--- config.mk ---
export PLATFORM = sky130hd
export DESIGN_NAME = fetch_unit_flat
export DESIGN_NICKNAME = d
export VERILOG_FILES = /design/src/rtl/fetch_unit_pkg.sv /design/src/rtl/fetch_unit_if.sv /design/src/rtl/fetch_unit.sv /design/src/flat_wrapper.sv
export SDC_FILE = /design/constraint.sdc
export NUM_CORES = 1
export LEC_CHECK = 0
export CAP_MARGIN = 25
export CORE_ASPECT_RATIO = 2
export CORE_MARGIN = 3
export CORE_UTILIZATION = 50
export DETAILED_ROUTE_END_ITERATION = 7
export DONT_BUFFER_PORTS = 1
export HOLD_SLACK_MARGIN = 0.12
export SKIP_LAST_GASP = 1
export SLEW_MARGIN = 20
export SYNTH_ARGS = -nofsm -noshare
export SYNTH_HDL_FRONTEND = slang
export SYNTH_SLANG_ARGS = --single-unit
--- constraint.sdc ---
create_clock -name clk -period 3.6 [get_ports clk]
set_input_delay 0.36 -clock clk [delete_from_list [all_inputs] [get_ports clk]]
set_output_delay 0.36 -clock clk [all_outputs]
set_load 0.03 [all_outputs]
--- src/rtl/fetch_unit_pkg.sv ---
// Shared processor constants and the fetch FSM state type.
package fetch_unit_pkg;

  localparam int PC_WIDTH_DEF   = 8;
  localparam int DATA_WIDTH_DEF = 32;
  localparam int RESET_PC_DEF   = 0;

  // Fixed-length instruction words: the sequential PC advances by one word.
  localparam int PC_INCR = 4;

  typedef enum logic {
    ST_REQ  = 1'b0,
    ST_HOLD = 1'b1
  } fetch_state_e;

endpackage

--- src/rtl/fetch_unit_if.sv ---
// Fetch-stage bus: instruction-memory port, redirect input and decode handshake.
// The master side is the fetch unit; the slave side is memory/decode/PC logic.
interface fetch_unit_if #(
  parameter int PC_WIDTH   = 8,
  parameter int DATA_WIDTH = 32
);

  logic                  imem_req;
  logic [PC_WIDTH-1:0]   imem_addr;
  logic                  imem_ack;
  logic [DATA_WIDTH-1:0] imem_rdata;

  logic                  redirect;
  logic [PC_WIDTH-1:0]   redirect_pc;

  logic                  instr_valid;
  logic [DATA_WIDTH-1:0] instr;
  logic [PC_WIDTH-1:0]   instr_pc;
  logic                  instr_ready;

  logic [PC_WIDTH-1:0]   pc;

  modport master (
    output imem_req, imem_addr, instr_valid, instr, instr_pc, pc,
    input  imem_ack, imem_rdata, redirect, redirect_pc, instr_ready
  );

  modport slave (
    input  imem_req, imem_addr, instr_valid, instr, instr_pc, pc,
    output imem_ack, imem_rdata, redirect, redirect_pc, instr_ready
  );

endinterface

--- src/rtl/fetch_unit.sv ---
// Single-outstanding instruction fetch stage.
//
//   state   | meaning
//   --------+--------------------------------------------------------------
//   ST_REQ  | requesting the word at pc; waiting for imem_ack
//   ST_HOLD | fetched word presented to decode; waiting for instr_ready
//
// A redirect wins over everything except reset: it reloads pc, drops any
// presented or arriving instruction and restarts the request. Memory is
// single-cycle, so moving imem_addr mid-request on a redirect is harmless.
module fetch_unit
  import fetch_unit_pkg::*;
#(
  parameter int PC_WIDTH   = PC_WIDTH_DEF,
  parameter int DATA_WIDTH = DATA_WIDTH_DEF,
  parameter int RESET_PC   = RESET_PC_DEF
) (
  input  logic         clk,
  input  logic         reset,
  fetch_unit_if.master bus
);

  localparam logic [PC_WIDTH-1:0] PC_RST  = PC_WIDTH'(RESET_PC);
  localparam logic [PC_WIDTH-1:0] PC_STEP = PC_WIDTH'(PC_INCR);

  fetch_state_e          state_q, state_d;
  logic [PC_WIDTH-1:0]   pc_q, pc_d;
  logic [DATA_WIDTH-1:0] instr_q, instr_d;
  logic [PC_WIDTH-1:0]   instr_pc_q, instr_pc_d;
  logic                  valid_q, valid_d;
  logic                  transfer;

  // Decode handshake completes only while an instruction is presented.
  assign transfer = valid_q & bus.instr_ready;

  // Next-state and datapath update; redirect applied last so it overrides.
  always_comb begin
    state_d    = state_q;
    pc_d       = pc_q;
    instr_d    = instr_q;
    instr_pc_d = instr_pc_q;
    valid_d    = valid_q;

    case (state_q)
      ST_REQ: begin
        if (bus.imem_ack) begin
          instr_d    = bus.imem_rdata;
          instr_pc_d = pc_q;
          valid_d    = 1'b1;
          pc_d       = pc_q + PC_STEP;
          state_d    = ST_HOLD;
        end
      end
      ST_HOLD: begin
        if (transfer) begin
          valid_d = 1'b0;
          state_d = ST_REQ;
        end
      end
      default: begin
        valid_d = 1'b0;
        state_d = ST_REQ;
      end
    endcase

    if (bus.redirect) begin
      // Arriving data is discarded; the presented word stays on instr as a
      // don't-care since instr_valid drops.
      instr_d    = instr_q;
      instr_pc_d = instr_pc_q;
      pc_d       = bus.redirect_pc;
      valid_d    = 1'b0;
      state_d    = ST_REQ;
    end
  end

  // State and datapath registers with synchronous reset.
  always_ff @(posedge clk) begin
    if (reset) begin
      state_q    <= ST_REQ;
      pc_q       <= PC_RST;
      instr_q    <= '0;
      instr_pc_q <= '0;
      valid_q    <= 1'b0;
    end else begin
      state_q    <= state_d;
      pc_q       <= pc_d;
      instr_q    <= instr_d;
      instr_pc_q <= instr_pc_d;
      valid_q    <= valid_d;
    end
  end

  // Outputs: the request address is always the live pc.
  always_comb begin
    bus.imem_req    = (state_q == ST_REQ);
    bus.imem_addr   = pc_q;
    bus.instr_valid = valid_q;
    bus.instr       = instr_q;
    bus.instr_pc    = instr_pc_q;
    bus.pc          = pc_q;
  end

endmodule
--- src/flat_wrapper.sv ---
// flat-port wrapper written by rule: the top's interface ports become plain ports
module fetch_unit_flat import fetch_unit_pkg::*;
#(
  parameter int PC_WIDTH   = PC_WIDTH_DEF,
  parameter int DATA_WIDTH = DATA_WIDTH_DEF,
  parameter int RESET_PC   = RESET_PC_DEF
)
  (clk, reset, bus_imem_req, bus_imem_addr, bus_instr_valid, bus_instr, bus_instr_pc, bus_pc, bus_imem_ack, bus_imem_rdata, bus_redirect, bus_redirect_pc, bus_instr_ready);
  fetch_unit_if #(.PC_WIDTH(PC_WIDTH), .DATA_WIDTH(DATA_WIDTH)) bus_i ();
  input  logic clk;
  input  logic reset;
  output wire logic [$bits(bus_i.imem_req)-1:0] bus_imem_req;
  output wire logic [$bits(bus_i.imem_addr)-1:0] bus_imem_addr;
  output wire logic [$bits(bus_i.instr_valid)-1:0] bus_instr_valid;
  output wire logic [$bits(bus_i.instr)-1:0] bus_instr;
  output wire logic [$bits(bus_i.instr_pc)-1:0] bus_instr_pc;
  output wire logic [$bits(bus_i.pc)-1:0] bus_pc;
  input wire logic [$bits(bus_i.imem_ack)-1:0] bus_imem_ack;
  input wire logic [$bits(bus_i.imem_rdata)-1:0] bus_imem_rdata;
  input wire logic [$bits(bus_i.redirect)-1:0] bus_redirect;
  input wire logic [$bits(bus_i.redirect_pc)-1:0] bus_redirect_pc;
  input wire logic [$bits(bus_i.instr_ready)-1:0] bus_instr_ready;
  assign bus_imem_req = bus_i.imem_req;
  assign bus_imem_addr = bus_i.imem_addr;
  assign bus_instr_valid = bus_i.instr_valid;
  assign bus_instr = bus_i.instr;
  assign bus_instr_pc = bus_i.instr_pc;
  assign bus_pc = bus_i.pc;
  assign bus_i.imem_ack = bus_imem_ack;
  assign bus_i.imem_rdata = bus_imem_rdata;
  assign bus_i.redirect = bus_redirect;
  assign bus_i.redirect_pc = bus_redirect_pc;
  assign bus_i.instr_ready = bus_instr_ready;
  fetch_unit #(.PC_WIDTH(PC_WIDTH), .DATA_WIDTH(DATA_WIDTH), .RESET_PC(RESET_PC)) u_core (.clk(clk), .reset(reset), .bus(bus_i));
endmodule
==> flow_summary.toml <==
[final_layout]
regArea_um2 = 1000
multiInputGateArea_um2 = 793
n_fill_cell = 370
area_delta_synth_final_pct = 4.07
stdcell_area_um2 = 2050
drive_above_1_share_pct = 5.68
finalNetCount = 274
diodes = 0
final_util_pct = 55.5

[synth]
synth_nets = 285
yosysUniqueCellTypes = 29
ys_warn_count = 0
synthTopCellsByCount = "nand2_1, dfxtp_1, a21oi_1, buf_4"
synth_area_leader_cell = "dfxtp_1"
synth.avg_cell_area_um2 = 8.22
synthCells = 239
synthTopCellsByArea = "dfxtp_1, nand2_1, a21oi_1"
synth_ff_type = "dfxtp_1"
syn_area_um2 = 1970
synth_edf_count = 0
synthArstFlopShare_pct = 0
ys_seq_elements = 50
seq_area_frac_synth_pct = 50.9
synth_top_area_share_pct = 50.9
yosysMostFrequentCell = "nand2_1"

[clocking]
cts_buffer_depth = 2
htree_levels = 2
cts_made_buffers = 5
root_buffer = "clkbuf_8"
clkTransAtPathRegs_ns = 0.09
worstSkewPairLatency_ns = 0.29
cts_tree = "done"
cts_sinks = 50

[floorplan]
fp.dieW_um = 50.3
core_um2 = 3680
io-pin-count = 103
start_util_pct = 53.3
rows = 31
die_h_um = 94.7
die_area_um2 = 4770

[critical_path]
critPathLaunchType = "register"
cp_max_fo = 7
crit_chain = "ha_1, inv_1, o31a_1, a221oi_1"
worstSetupPathType = "register to register"
cp.required_ns = 3.80
max_stage_delay_ns = 0.82
worstPathArrival_ns = 1.97
timing.rr.start = "u_core.bus.imem_addr[2]$_SDFFE_PP0P_"
reg2reg_setup_slack_ns = 1.83
r2r_end = "u_core.bus.imem_addr[6]$_SDFFE_PP0P_"
end_kind = "register"
rr_worst_depth = 4
worst-path-buf-inv = 1
path_delay_family = "flip-flops"
critPathSlowestCell = "dfxtp_1"

[route]
routedWlPerCell_um = 15.8
wl_mm = 4.39
route.detailed.drc = 0
dr.pass1.iters = 4
routed_via_density = 5.47
vias = 1522
antenna_left = 0
drt-initial-drc-count = 30

[pwr]
leakage_nw = 0.738
power_mw = 1.12
peakVddDrop_uv = 597
p_per_area_nw_per_um2 = 549

[timing]
tightest_slew_ns = 0.788
period_share_pct = 49.2
relSlewSlack_pct = 47.4
skew_ns = 0.00378
setup-violations-final = 0
fin_ws_ns = 1.83
setup_tns_ns = 0
rsz0062_at_grt = "false"
max_freq_mhz = 564
period_minus_slack_ns = 1.77
hold_viol = 0
final-max-slew-violation-count = 0

[place]
port_buffers = 0
gp_congestion = 0.793
dp_hpwl_mm = 3.02
post_dp_cell_area_um2 = 1890
pre_cts_ws_ns = 1.84

[global_route]
grt_max_degree = 41
grt_usage_pct = 18.2
antenna_found_initial = 0
grt_pass1_vias = 1445
grt_pass1_wl_mm = 6.69
overflow = 0

[min_path]
hold_path_end = "u_core.bus.instr_valid$_SDFFE_PP0P_"
hold_path_startpoint = "bus_redirect"
min_path_cells = 1
hold_class = "input pin to register"

[job]
cap_violations = 0

[status]
status = "complete, no violations"
through the flow:
stage | hold slack [ns] | std cells
floorplan | 0.496 | 239
global placement | 0.434 | 265
detailed placement | 0.436 | 265
CTS | 0.120 | 275
global route | 0.122 | 278
finish | 0.137 | 278
layout make-up:
class,instances,share of cell area [%]
clock buffer,6,3.55
sequential,50,48.9
clock inverter,2,1.83
multi-input combinational,160,38.8
tap,49,3.00
timing repair buffer,7,3.18
inverter,4,0.734
worst register-to-register path, cell delays in order, from the launching register on:
cell and delay, ns:
dfxtp_1 0.82, ha_1 0.29, inv_1 0.06, o31a_1 0.27, a221oi_1 0.24
power by group:
part | switching (mW) | internal (mW) | total, mW
clock network | 0.169 | 0.207 | 0.376
registers | 0.0912 | 0.580 | 0.671
logic | 0.0459 | 0.0308 | 0.0767
worst max path at each step:
stage / start / end / slack, ns / depth (start not counted)
final: u_core.bus.imem_addr[2]$_SDFFE_PP0P_ / u_core.bus.imem_addr[6]$_SDFFE_PP0P_ / 1.83 / 4
after global routing: u_core.state_q$_SDFF_PP0_ / u_core.bus.instr[22]$_SDFFE_PP0P_ / 1.66 / 4
after CTS: u_core.bus.imem_addr[2]$_SDFFE_PP0P_ / u_core.bus.imem_addr[6]$_SDFFE_PP0P_ / 1.81 / 4
after detailed placement: u_core.bus.imem_addr[2]$_SDFFE_PP0P_ / u_core.bus.imem_addr[6]$_SDFFE_PP0P_ / 1.84 / 4
after global placement: u_core.bus.imem_addr[2]$_SDFFE_PP0P_ / u_core.bus.imem_addr[6]$_SDFFE_PP0P_ / 1.87 / 4
after floorplan: u_core.bus.imem_addr[2]$_SDFFE_PP0P_ / u_core.bus.imem_addr[6]$_SDFFE_PP0P_ / 2.16 / 4
repair_timing:
action / CTS / global route
setup buffers: 0 / 0
gates resized for setup: 0 / 0
endpoints found under the hold margin: 17 / 13
hold buffers: 2 / 3
layout by cell type, fill, tap and decap left out, drive strengths merged, types with 2 or more instances in the layout:
cell type,instances
or3,2
dfxtp,50
clkbuf,6
buf,2
a21oi,42
a311oi,3
nor2,7
a211oi,2
nor3,2
nand2,84
mux2i,2
o21ai,3
dlygate4sd3,5
inv,4
nand3,2
cells by family after synthesis:
family | share of synthesized area, %
and+or+nand+nor | 22.4
buffers and inverters | 9.04
xor gates and xnor gates | 0.891
DFF | 50.9
adders and majority gates | 0.636
muxes | 1.02
AOI/OAI and AO/OA | 15.1
routing by layer:
layer	global-route usage [%]	part of all wire, %	vias up
met4	6.07	1.1	0
met2	34.0	56	61
met3	5.85	8.1	4
met5	0	0	-
met1	18.5	35	706
li1	-	-	751
registers in the layout, summed over array words and instances, names as in the netlist:
signal / flops
u_core.bus.imem_addr: 8
u_core.bus.instr: 32
u_core.bus.instr_pc: 8
u_core.bus.instr_valid: 1
u_core.state_q: 1
Note: power is estimated with default switching activity, not from simulation.
